## src/rtl/writeback_unit_if.sv

```systemverilog
// Register-file writeback bus: ALU retire, load issue/completion and the
// single register-file write port.
//   master : upstream/memory side (drives ALU, load and memory signals)
//   slave  : writeback_unit side (drives load status, stall and write port)
interface writeback_unit_if;
   logic        alu_valid;
   logic [4:0]  alu_rd;
   logic [31:0] alu_result;
   logic        load_issue;
   logic [4:0]  load_rd;
   logic [2:0]  load_funct3;
   logic [1:0]  load_addr_lo;
   logic        mem_ack;
   logic [31:0] mem_rdata;
   logic        load_ready;
   logic        load_pending;
   logic [4:0]  load_pending_rd;
   logic        alu_stall;
   logic [4:0]  rd_address;
   logic        register_write_en;
   logic [31:0] register_write_data;

   modport master (
      output alu_valid, alu_rd, alu_result,
      output load_issue, load_rd, load_funct3, load_addr_lo,
      output mem_ack, mem_rdata,
      input  load_ready, load_pending, load_pending_rd, alu_stall,
      input  rd_address, register_write_en, register_write_data
   );

   modport slave (
      input  alu_valid, alu_rd, alu_result,
      input  load_issue, load_rd, load_funct3, load_addr_lo,
      input  mem_ack, mem_rdata,
      output load_ready, load_pending, load_pending_rd, alu_stall,
      output rd_address, register_write_en, register_write_data
   );
endinterface

```

## src/rtl/writeback_unit.sv

```systemverilog
// Writer side of the RV32 integer register file. Serialises single-cycle ALU
// results and multi-cycle load completions onto one registered write port,
// extends load data per funct3, and tracks one outstanding load.
// Ports:
//   clk  : system clock, all state on posedge
//   rst  : synchronous active-high reset
//   bus  : writeback_unit_if.slave (ALU/load/memory inputs, load status,
//          alu_stall and the rd_address/register_write_en/data write port)
module writeback_unit (
   input logic            clk,
   input logic            rst,
   writeback_unit_if.slave bus
);

   typedef enum logic {IDLE, WAIT_MEM} state_t;

   state_t      state_q;
   logic [4:0]  ld_rd_q;
   logic [2:0]  ld_funct3_q;
   logic [1:0]  ld_lo_q;
   logic        kill_q;
   logic        buf_valid_q;
   logic [4:0]  buf_rd_q;
   logic [31:0] buf_data_q;
   logic        load_ready_q;
   logic        load_pending_q;
   logic [4:0]  load_pending_rd_q;
   logic        wr_en_q;
   logic [4:0]  wr_rd_q;
   logic [31:0] wr_data_q;

   logic [7:0]  byte_sel;
   logic [15:0] half_sel;
   logic [31:0] load_data_d;
   logic        load_done;
   logic        load_writes;
   logic        alu_accept;
   logic        alu_writes;

   always_comb begin
      byte_sel = '0;
      case (ld_lo_q)
         2'd0:    byte_sel = bus.mem_rdata[7:0];
         2'd1:    byte_sel = bus.mem_rdata[15:8];
         2'd2:    byte_sel = bus.mem_rdata[23:16];
         default: byte_sel = bus.mem_rdata[31:24];
      endcase
      half_sel = ld_lo_q[1] ? bus.mem_rdata[31:16] : bus.mem_rdata[15:0];

      load_data_d = bus.mem_rdata;
      case (ld_funct3_q)
         3'b000:  load_data_d = {{24{byte_sel[7]}}, byte_sel};
         3'b100:  load_data_d = {24'd0, byte_sel};
         3'b001:  load_data_d = {{16{half_sel[15]}}, half_sel};
         3'b101:  load_data_d = {16'd0, half_sel};
         default: load_data_d = bus.mem_rdata;
      endcase

      load_done   = (state_q == WAIT_MEM) && bus.mem_ack;
      load_writes = load_done && !kill_q && (ld_rd_q != '0);
      // The hold buffer being full is exactly the stall condition.
      alu_accept  = bus.alu_valid && !buf_valid_q;
      alu_writes  = alu_accept && (bus.alu_rd != '0);
   end

   always_ff @(posedge clk) begin
      if (rst) begin
         state_q           <= IDLE;
         ld_rd_q           <= '0;
         ld_funct3_q       <= '0;
         ld_lo_q           <= '0;
         kill_q            <= 1'b0;
         buf_valid_q       <= 1'b0;
         buf_rd_q          <= '0;
         buf_data_q        <= '0;
         load_ready_q      <= 1'b1;
         load_pending_q    <= 1'b0;
         load_pending_rd_q <= '0;
         wr_en_q           <= 1'b0;
         wr_rd_q           <= '0;
         wr_data_q         <= '0;
      end else begin
         wr_en_q     <= 1'b0;
         wr_rd_q     <= '0;
         wr_data_q   <= '0;
         buf_valid_q <= 1'b0;

         // A load can never complete while the buffer is full: the buffer is
         // only filled on a completion, which returns the FSM to IDLE.
         if (buf_valid_q) begin
            wr_en_q   <= 1'b1;
            wr_rd_q   <= buf_rd_q;
            wr_data_q <= buf_data_q;
         end else if (load_writes) begin
            wr_en_q   <= 1'b1;
            wr_rd_q   <= ld_rd_q;
            wr_data_q <= load_data_d;
            if (alu_writes) begin
               buf_valid_q <= 1'b1;
               buf_rd_q    <= bus.alu_rd;
               buf_data_q  <= bus.alu_result;
            end
         end else if (alu_writes) begin
            wr_en_q   <= 1'b1;
            wr_rd_q   <= bus.alu_rd;
            wr_data_q <= bus.alu_result;
         end

         case (state_q)
            IDLE: begin
               if (bus.load_issue) begin
                  state_q           <= WAIT_MEM;
                  ld_rd_q           <= bus.load_rd;
                  ld_funct3_q       <= bus.load_funct3;
                  ld_lo_q           <= bus.load_addr_lo;
                  kill_q            <= 1'b0;
                  load_ready_q      <= 1'b0;
                  load_pending_q    <= 1'b1;
                  load_pending_rd_q <= bus.load_rd;
               end
            end
            WAIT_MEM: begin
               if (bus.mem_ack) begin
                  state_q           <= IDLE;
                  kill_q            <= 1'b0;
                  load_ready_q      <= 1'b1;
                  load_pending_q    <= 1'b0;
                  load_pending_rd_q <= '0;
               end else if (alu_accept && (bus.alu_rd == ld_rd_q) && (ld_rd_q != '0)) begin
                  // Younger ALU write to the same rd makes the load result dead.
                  kill_q <= 1'b1;
               end
            end
            default: state_q <= IDLE;
         endcase
      end
   end

   assign bus.load_ready          = load_ready_q;
   assign bus.load_pending        = load_pending_q;
   assign bus.load_pending_rd     = load_pending_rd_q;
   assign bus.alu_stall           = buf_valid_q;
   assign bus.rd_address          = wr_rd_q;
   assign bus.register_write_en   = wr_en_q;
   assign bus.register_write_data = wr_data_q;

endmodule

```

## src/flat_wrapper.sv

```systemverilog
// flat-port wrapper written by rule: the top's interface ports become plain ports
module writeback_unit_flat 
  (clk, rst, bus_alu_valid, bus_alu_rd, bus_alu_result, bus_load_issue, bus_load_rd, bus_load_funct3, bus_load_addr_lo, bus_mem_ack, bus_mem_rdata, bus_load_ready, bus_load_pending, bus_load_pending_rd, bus_alu_stall, bus_rd_address, bus_register_write_en, bus_register_write_data);
  writeback_unit_if bus_i ();
  input logic clk;
  input logic rst;
  input wire logic [$bits(bus_i.alu_valid)-1:0] bus_alu_valid;
  input wire logic [$bits(bus_i.alu_rd)-1:0] bus_alu_rd;
  input wire logic [$bits(bus_i.alu_result)-1:0] bus_alu_result;
  input wire logic [$bits(bus_i.load_issue)-1:0] bus_load_issue;
  input wire logic [$bits(bus_i.load_rd)-1:0] bus_load_rd;
  input wire logic [$bits(bus_i.load_funct3)-1:0] bus_load_funct3;
  input wire logic [$bits(bus_i.load_addr_lo)-1:0] bus_load_addr_lo;
  input wire logic [$bits(bus_i.mem_ack)-1:0] bus_mem_ack;
  input wire logic [$bits(bus_i.mem_rdata)-1:0] bus_mem_rdata;
  output wire logic [$bits(bus_i.load_ready)-1:0] bus_load_ready;
  output wire logic [$bits(bus_i.load_pending)-1:0] bus_load_pending;
  output wire logic [$bits(bus_i.load_pending_rd)-1:0] bus_load_pending_rd;
  output wire logic [$bits(bus_i.alu_stall)-1:0] bus_alu_stall;
  output wire logic [$bits(bus_i.rd_address)-1:0] bus_rd_address;
  output wire logic [$bits(bus_i.register_write_en)-1:0] bus_register_write_en;
  output wire logic [$bits(bus_i.register_write_data)-1:0] bus_register_write_data;
  assign bus_i.alu_valid = bus_alu_valid;
  assign bus_i.alu_rd = bus_alu_rd;
  assign bus_i.alu_result = bus_alu_result;
  assign bus_i.load_issue = bus_load_issue;
  assign bus_i.load_rd = bus_load_rd;
  assign bus_i.load_funct3 = bus_load_funct3;
  assign bus_i.load_addr_lo = bus_load_addr_lo;
  assign bus_i.mem_ack = bus_mem_ack;
  assign bus_i.mem_rdata = bus_mem_rdata;
  assign bus_load_ready = bus_i.load_ready;
  assign bus_load_pending = bus_i.load_pending;
  assign bus_load_pending_rd = bus_i.load_pending_rd;
  assign bus_alu_stall = bus_i.alu_stall;
  assign bus_rd_address = bus_i.rd_address;
  assign bus_register_write_en = bus_i.register_write_en;
  assign bus_register_write_data = bus_i.register_write_data;
  writeback_unit u_core (.clk(clk), .rst(rst), .bus(bus_i));
endmodule
```

## config.mk

```make
export PLATFORM = sky130hd
export DESIGN_NAME = writeback_unit_flat
export DESIGN_NICKNAME = d
export VERILOG_FILES = /design/src/rtl/writeback_unit_if.sv /design/src/rtl/writeback_unit.sv /design/src/flat_wrapper.sv
export SDC_FILE = /design/constraint.sdc
export NUM_CORES = 1
export LEC_CHECK = 0
export ABC_AREA = 1
export BUFFER_PORTS_ARGS = -buffer_cell sky130_fd_sc_hd__buf_2
export CAP_MARGIN = 30
export CORE_ASPECT_RATIO = 1.4
export CORE_UTILIZATION = 40
export CTS_BUF_LIST = sky130_fd_sc_hd__clkbuf_16
export DETAILED_ROUTE_END_ITERATION = 10
export GPL_TIMING_DRIVEN = 0
export PLACE_DENSITY = 0.72
export SLEW_MARGIN = 20
export SYNTH_ARGS = -nofsm -noshare
export SYNTH_HDL_FRONTEND = slang
export SYNTH_SLANG_ARGS = --single-unit
```

## constraint.sdc

```tcl
create_clock -name clk -period 1.59 [get_ports clk]
set_input_delay 0.0795 -clock clk [delete_from_list [all_inputs] [get_ports clk]]
set_output_delay 0.0795 -clock clk [all_outputs]
set_load 0.005 [all_outputs]
```

# Word-level counts from Yosys, hierarchy flattened
# Index checks and enable logic that the tools add are counted.
[op_classes]
reduce_logical = 18
mux = 27
n_eq_ne = 9
bitwise_logic = 3
[ops]
columns = ["op", "n"]
rows = [
  ["case mux 32 bit (4 select lines)", 1],
  ["two-way mux 32 bit", 3],
  ["two-way mux 5 bit", 5],
  ["case mux 8 bit (3 select lines)", 1],
  ["two-way mux 16 bit", 1],
  ["two-way mux 1 bit", 11],
  ["case mux 5 bit (2 select lines)", 1],
  ["nonzero test 5 bit", 2],
  ["case mux 1 bit (2 select lines)", 4],
  ["logical AND 1 bit", 7],
  ["equality test 3 bit (second input constant)", 2],
  ["AND reduction 2 bit", 3],
  ["equality test 5 bit", 1],
  ["!= test 2 bit (second input constant)", 2],
  ["equality test 3 x 1 -> 1 bit (second input constant)", 1],
  ["logical NOT 3 bit", 1],
  ["!= test 3 bit (second input constant)", 1],
  ["NOT 1 bit", 3],
  ["AND reduction 3 bit", 1],
  ["OR reduction 3 bit", 1],
  ["equality test 2 x 1 -> 1 bit (second input constant)", 1],
  ["equality test 2 bit (second input constant)", 1],
  ["logical NOT 1 bit", 2],
  ["logical NOT 2 bit", 1],
]
[word_totals]
input_bits = 84
ff_bits = 95
out_inout_bits = 46
elab_cells = 71

# Logic depth before layout (Yosys ltp)
# Gate-level depths: netlist (run 1).
[depth]
depth_word = 7
ltp_mapped = 10
depth_no_buf = 8

# Worst setup path after synthesis (run 1)
# No wires, ideal clock.
[synth_path]
kind = "register to register"
start = "register u_core.ld_rd_q[1]"
end = "register u_core.wr_data_q[27], in the netlist u_core.bus.register_write_data[27]"
path_stages_with_launch = 11
setup_time_ps = 112
t_arrival_ps = 1132
path_slack_ps = 346
cell_sequence = "dfxtp_1 > nor2_2 > nand3_2 > nand2_4 > inv_2 > buf_6 > buf_6 > nor2_1 > nor2_1 > nand2_1 > nand2_1"
[synth_between]
elab_chain_len = 4
[synth_lines]
columns = ["element", "line_no", "source"]
rows = [
  ["from (decl)", "writeback_unit.sv:18", "logic [4:0] ld_rd_q;"],
  ["from (signal assigned)", "writeback_unit.sv:113", "ld_rd_q <= bus.load_rd;"],
  ["nonzero test 5 bit", "writeback_unit.sv:60", "load_writes = load_done && !kill_q && (ld_rd_q != '0);"],
  ["logical AND 1 bit", "writeback_unit.sv:60", ""],
  ["two-way mux 32 bit", "writeback_unit.sv:94", "end else if (load_writes) begin"],
  ["two-way mux 32 bit", "writeback_unit.sv:90", "if (buf_valid_q) begin"],
  ["to (signal assigned)", "writeback_unit.sv:93", "wr_data_q <= buf_data_q;"],
  ["to (signal assigned)", "writeback_unit.sv:97", "wr_data_q <= load_data_d;"],
  ["to (signal assigned)", "writeback_unit.sv:106", "wr_data_q <= bus.alu_result;"],
  ["to (decl)", "writeback_unit.sv:30", "logic [31:0] wr_data_q;"],
]
# No other way between the ends.
# A chain may end at the register's enable or synchronous reset.

# Worst setup path in the final report (run 1)
[layout_path]
start = "register u_core.ld_funct3_q[0]"
end = "register u_core.wr_data_q[30], in the netlist u_core.bus.register_write_data[30]"
[layout_between]
elab_chain_len = 4
elab_cells_between_ends = 7
cone_classes = "eq/ne: 3; mux: 3; reduce/logical: 1"
[layout_lines]
columns = ["element", "line_no", "source"]
rows = [
  ["from (decl)", "writeback_unit.sv:19", "logic [2:0] ld_funct3_q;"],
  ["from (signal assigned)", "writeback_unit.sv:114", "ld_funct3_q <= bus.load_funct3;"],
  ["equality test 3 bit (tied with other cells)", "writeback_unit.sv:51", "case (ld_funct3_q)"],
  ["case mux 32 bit (4 select lines) *", "writeback_unit.sv:51", ""],
  ["two-way mux 32 bit *", "writeback_unit.sv:94", ""],
  ["two-way mux 32 bit *", "writeback_unit.sv:90", ""],
]
# Mark *: on every way between the ends. The rest lies on a longest branch, timed or not.

==> reports/qor.csv, run 1 <==
metric,value,unit
finalWirelength,14.7,mm
tns,0,ns
final_hold_viol_count,0,
r2r_end,u_core.bus.register_write_data[30],
peakVddDrop,0.576,mV
arrival,1.80,ns
path_clk_slew,0.07,ns
viasPerCell,5.08,
diodes,0,
worstHoldPathType,input port to register,
max_stage_delay,0.34,ns
initial_core_util,41.6,%
r2r-start,u_core.ld_funct3_q[0],
via_count,5015,
core-area,11000,sq um
cp.required,1.88,ns
port_buffers,128,
yosysSeqAreaShare,41.7,%
cts_root_buf,clkbuf_16,
max_cap_violations,0,
yosys.area.top_type,dfxtp_1,
die_y,128,microns
cts_sinks,95,
ios,130,
grt_antenna_before_repair,0,
setup_viol,0,
yosys_warnings,0,
fin_cells,987,
cp.depth,8,
cts_setup_buffers,0,
crit_start,u_core.ld_funct3_q[0],
ant_nets,0,
gp_congestion,0.973,
drt-initial-drc-count,431,
drc,0,
rows,45,
timing.final.crit_period,1.51,ns
crit_family,simple AND/OR/NAND/NOR gates,
fin_skew,0.00834,ns
overflow,0,
grt_max_degree,17,
cts_buffers,9,
power.total,6.07,mW
cp_common_cell,nand2_1,
clk-insertion-delay-late,0.35,ns
crit_chain,"buf_4, inv_1, nor2_1, nand3_2, buf_2, nand3_1, nand2_1, nand2_1",
min_period_over_period,95.0,%
track_usage,24.9,%
syn_area_per_cell,6.79,sq um
dp.cells,941,
drt_pass1_iterations,6,
synthesis.nets,756,
worstSetupStartpointType,register,
area_growth,32.6,%
p_leak,2.83,nW
reg2reg_slack,0.08,ns
power.density,1000,nW/um^2
finalMaxSlewViolations,0,
critPathSlowestCell,dfxtp_1,
worst_pin_slew,0.534,ns
ys_seq_elements,95,
ff2ff_path_depth,8,
max-clock-path-buffers,2,
syn_inst,672,
synth_area_leaders,"dfxtp_1 42%, nand2_1 18%, a21oi_1 11%",
status,"complete, no violations",
chipWidth,92.3,microns
h-tree-depth,3,
grt_pass1_vias,4589,
layout-drive-gt1-share,23.8,%
wl_per_cell,14.9,microns
grt_pass1_wl,22.5,mm
synth.distinct_cells,28,
worstSetupPathType,register to register,
relSlewSlack,64.4,%
fmax,662,MHz
die-area,11900,sq um
cp-end-kind,register,
critPathBufInv,3,
critPathCapture,u_core.bus.register_write_data[30],
dp_hpwl,11.0,mm
cts_tree,done,
layout.nets,925,
crit_fanout,10,
syn_area,4570,sq um
synth_top_area_share,41.7,%
-- metrics by stage --
stage / hold slack, ns / setup WS [ns] / utilization [%] / area [sq um]
final: 0.000577 / 0.0801 / 55.1 / 6050
after global routing: 0.0104 / -0.00696 / 55.1 / 6050
after CTS: 0.000332 / 0.0400 / 54.9 / 6030
after detailed placement: 0.342 / -0.00377 / 49.0 / 5380
after global placement: 0.325 / 0.0104 / 49.0 / 5380
after floorplan: 0.214 / 0.346 / - / 4570
-- flip-flops by register name, indices dropped and copies added (netlist names) --
signal and cells:
u_core.ld_rd_q 5, u_core.buf_rd_q 5, u_core.bus.load_pending 1, u_core.ld_lo_q 2
u_core.kill_q 1, u_core.bus.load_pending_rd 5, u_core.buf_data_q 32, u_core.bus.register_write_en 1
u_core.ld_funct3_q 3, u_core.state_q 1, u_core.bus.alu_stall 1, u_core.bus.rd_address 5
u_core.bus.load_ready 1, u_core.bus.register_write_data 32
-- cells by family (layout without fill, tap and decap cells) --
group / count (synthesis) / count (layout) / share of synthesized area (%)
and+or+nand+nor: 343 / 343 / 31.4
AOI/OAI and AO/OA: 155 / 155 / 17.4
DFF: 95 / 95 / 41.7
buffers and inverters: 76 / 250 / 8.91
xor gates and xnor gates: 3 / 3 / 0.576
-- worst min path at each step --
stage,from,end,slack [ns],depth (start not counted)
after floorplan,bus_alu_result[27],u_core.buf_data_q[27],0.21,2
after global placement,bus_alu_result[30],u_core.buf_data_q[30],0.32,3
after detailed placement,bus_alu_result[30],u_core.buf_data_q[30],0.34,3
after CTS,bus_alu_result[18],u_core.buf_data_q[18],0.0003,3
after global routing,bus_alu_result[5],u_core.buf_data_q[5],0.01,3
final,bus_alu_result[27],u_core.buf_data_q[27],0.0006,3
-- synth_stat cells (all sizes together) --
master	count
clkbuf	12
nand2	228
clkinv	1
o211a	1
inv	33
o211ai	3
a21oi	103
nand3	50
buf	30
nor2	63
nand4	2
a31oi	3
dfxtp	95
o21ai	45
xnor2	3
-- tightest hold or removal path, stage by stage --
cell,delay [ns]
buf_2,0.10
nor2_1,0.04
nor2_1,0.09
-- report_power, final --
part,internal [mW],switching (mW)
sequential,2.49,0.0458
clock,1.54,0.970
combinational,0.414,0.601
total,4.45,1.62
-- timing repair --
action                                  CTS  global route
gates resized for setup                   1             8
endpoints found under the setup margin    6            28
hold endpoints to repair                 31             0
hold buffers                             30             0
-- cells in the final DEF, fill, tap and decap left out, types with 9 or more instances in the layout --
| master | instances |
|---|---|
| buf_6 | 11 |
| nand2_1 | 225 |
| a21oi_1 | 102 |
| dlygate4sd3_1 | 30 |
| dfxtp_1 | 94 |
| buf_2 | 141 |
| clkbuf_16 | 9 |
| inv_1 | 29 |
| o21ai_0 | 42 |
| clkbuf_1 | 10 |
| nand3_1 | 47 |
| nor2_1 | 52 |
-- cell type report --
type                            instances  area, sq um
Clock inverter                          7          120
Tap cell                              141          176
Buffer                                 42          283
Fill cell                            1082         4930
Clock buffer                            9          225
Multi-Input combinational cell        501         2270
Sequential cell                        95         1900
Inverter                               34          134
Timing Repair Buffer                  158          941
-- layer usage --
layer / up-vias / global-route usage, % / wire length (microns)
li1: 2513 / - / -
met1: 2229 / 29.6 / 5850
met2: 228 / 42.4 / 7190
met3: 45 / 4.20 / 1040
met4: 0 / 14.2 / 592
met5: - / 0 / 0
(Power assumes the default switching activity.)
==> inputs of run 2 (changes only) <==
--- a/config.mk
+++ b/config.mk
@@ -8,12 +8,14 @@
 export ABC_AREA = 1
 export BUFFER_PORTS_ARGS = -buffer_cell sky130_fd_sc_hd__buf_2
 export CAP_MARGIN = 30
+export CELL_PAD_IN_SITES_DETAIL_PLACEMENT = 1
+export CELL_PAD_IN_SITES_GLOBAL_PLACEMENT = 1
 export CORE_ASPECT_RATIO = 1.4
-export CORE_UTILIZATION = 40
+export CORE_UTILIZATION = 36
 export CTS_BUF_LIST = sky130_fd_sc_hd__clkbuf_16
 export DETAILED_ROUTE_END_ITERATION = 10
 export GPL_TIMING_DRIVEN = 0
-export PLACE_DENSITY = 0.72
+export PLACE_DENSITY = 0.88
 export SLEW_MARGIN = 20
 export SYNTH_ARGS = -nofsm -noshare
 export SYNTH_HDL_FRONTEND = slang
==> run 2 against run 1 <==
Via count is 2.3% higher. First-iteration DRC count fell by 34%. Critical path type unchanged. Clock skew grew 0.0015 ns. Register-to-register slack worse by 0.03 ns. Highest routed layer unchanged. Non-clock buffer count is 7 lower. Utilization is 6.7 points lower.
==> reports/qor.csv, run 2 (synthesis results as in run 1) <==
metric,value,unit,change
finalWirelength,17.3,mm,+18%
grt_pass1_wl,26.4,mm,+17%
cts_sinks,95,,unchanged
crit_chain,"buf_2, clkbuf_1, nand2_1, nand4_1, nand3_1, nand2_1",,
mostFrequentLayoutCells,"223 x nand2_1, 140 x buf_2, 102 x a21oi_1",,
dp.cells,950,,+0.96%
ant_nets,0,,unchanged
final_hold_viol_count,0,,unchanged
seqPwrFrac,43.0,%,+1.1 points
timing.final.crit_period,1.54,ns,+0.0309 ns
tns,0,ns,unchanged
setup_viol,0,,unchanged
ios,130,,unchanged
cts_tree,done,,
relSlewSlack,58.8,%,-5.6 points
hold_ws,0.000834,ns,+0.000257 ns
worstHoldPathType,input port to register,,
crit_family,buffers and inverters,,
rsz0062_at_grt,yes,,
grt_pass1_vias,5298,,+15%
via_count,5132,,+2.3%
worstHoldStart,bus_alu_result[7],,
max_cap_violations,0,,unchanged
worstHoldPathCells,3,,unchanged
clk-insertion-delay-late,0.35,ns,about the same
initial_core_util,36.9,%,-4.7 points
track_usage,25.9,%,+0.98 points
cts_root_buf,clkbuf_16,,
min_to,u_core.buf_data_q[7],,
drc,0,,unchanged
drt-initial-drc-count,284,,-34%
min_period_over_period,96.9,%,+1.9 points
status,"complete, no violations",,
r2r_end,u_core.bus.register_write_data[7],,
gp_congestion,0.954,,-2.0%
die_y,135,microns,+5.3%
clockPowerShare,39.2,%,-2.2 points
overflow,0,,unchanged
viasPerCell,5.19,,+2.1%
p_leak,2.80,nW,-1.1%
cp_common_cell,nand2_1,,
sw_frac_of_total,29.6,%,+3.0 points
peakVddDrop,0.657,mV,+14%
layout-drive-gt1-share,25.1,%,+1.4 points
rows,48,,+6.7%
cts_buffers,9,,unchanged
worst_pin_slew,0.618,ns,+0.0840 ns
h-tree-depth,3,,unchanged
dp_hpwl,12.6,mm,+15%
fin_cells,989,,+0.20%
area_growth,31.3,%,
wl_per_cell,17.5,microns,+18%
reg2reg_slack,0.05,ns,-0.03 ns
max_stage_delay,0.42,ns,+0.08 ns
core-area,12400,sq um,+13%
grt_max_degree,19,,+2
drt_pass1_iterations,5,,-1
worstSetupStartpointType,register,,
critPathSlowestCell,clkbuf_1,,
path_clk_slew,0.08,ns,about the same
crit_fanout,10,,unchanged
power.density,987,nW/um^2,-1.5%
layout.nets,918,,-0.76%
arrival,1.84,ns,+0.04 ns
final_common_cell,nand2_1,,
internal_power,4.17,mW,-6.4%
die-area,13100,sq um,+11%
p_sw,1.75,mW,+8.4%
pwr-share-comb,17.9,%,+1.2 points
critPathBufInv,2,,-1
fin_skew,0.00983,ns,+0.00150 ns
fmax,649,MHz,-2.0%
cp.required,1.89,ns,about the same
worstSetupPathType,register to register,,
max-clock-path-buffers,2,,unchanged
port_buffers,128,,unchanged
ff2ff_path_depth,6,,-2
grt_antenna_before_repair,0,,unchanged
cp-end-kind,register,,
r2r-start,u_core.ld_funct3_q[1],,
chipWidth,97.2,microns,+5.3%
diodes,0,,unchanged
finalMaxSlewViolations,0,,unchanged
-- run 2: power groups by stage --
stage	Sequential (mW)	Clock [mW]	Combinational [mW]
final	2.54	2.32	1.06
after global routing	2.55	2.42	1.15
after CTS	2.54	2.33	1.01
after detailed placement	2.59	0	0.964
after global placement	2.59	0	0.948
after floorplan	2.60	0	0.556
-- run 2: worst min-delay path, delay by kind of cell --
kind            cells  cell delay [ns]
buf+inv             1             0.11
compound gates      1             0.05
simple gates        1             0.06
-- run 2: area by class of cell --
class / count / area, sq um
repair buffers: 152 / 871
well taps: 150 / 188
clock inverters: 7 / 86.3
fillers: 1636 / 6380
multi-input cells: 501 / 2290
flip-flops and latches: 95 / 1900
plain buffers: 41 / 298
inverters: 34 / 134
clock buffers: 9 / 225
-- run 2: routing by layer --
layer	vias to the layer above	track usage (%)	routed length (microns)
li1	2499	-	-
met1	2441	28.8	6920
met2	158	48.0	9160
met3	34	3.92	754
met4	0	12.1	480
met5	-	0	0
-- run 2: timing repair --
item / 4_1_cts / 5_1_grt
hold endpoints to repair: 20 / 0
endpoints found under the setup margin: 59 / 56
pin swaps: 0 / 6
hold buffers: 20 / 0
cloned: 0 / 0
gates resized for setup: 2 / 27
setup buffers: 0 / 4
-- run 2: worst max-delay path by stage --
stage               cells after the start  slack [ns]                   from                                 end
floorplan                              10        0.35      u_core.ld_rd_q[1]  u_core.bus.register_write_data[27]
global placement                        5       -0.17   u_core.bus.alu_stall   u_core.bus.register_write_data[7]
detailed placement                      5       -0.17   u_core.bus.alu_stall  u_core.bus.register_write_data[31]
CTS                                     9        0.02         u_core.state_q   u_core.bus.register_write_data[7]
global route                           10       -0.02         u_core.state_q  u_core.bus.register_write_data[31]
finish                                  6        0.05  u_core.ld_funct3_q[1]   u_core.bus.register_write_data[7]
-- run 2: metrics by stage --
step	util (%)	power [mW]	instance area, sq um	setup WS, ns
after detailed placement	43.6	3.56	5390	-0.167
after floorplan	-	3.15	4570	0.346
after CTS	47.8	5.89	5910	0.0230
after global routing	48.5	6.13	5990	-0.0213
final	48.5	5.92	5990	0.0492
after global placement	43.6	3.54	5390	-0.168
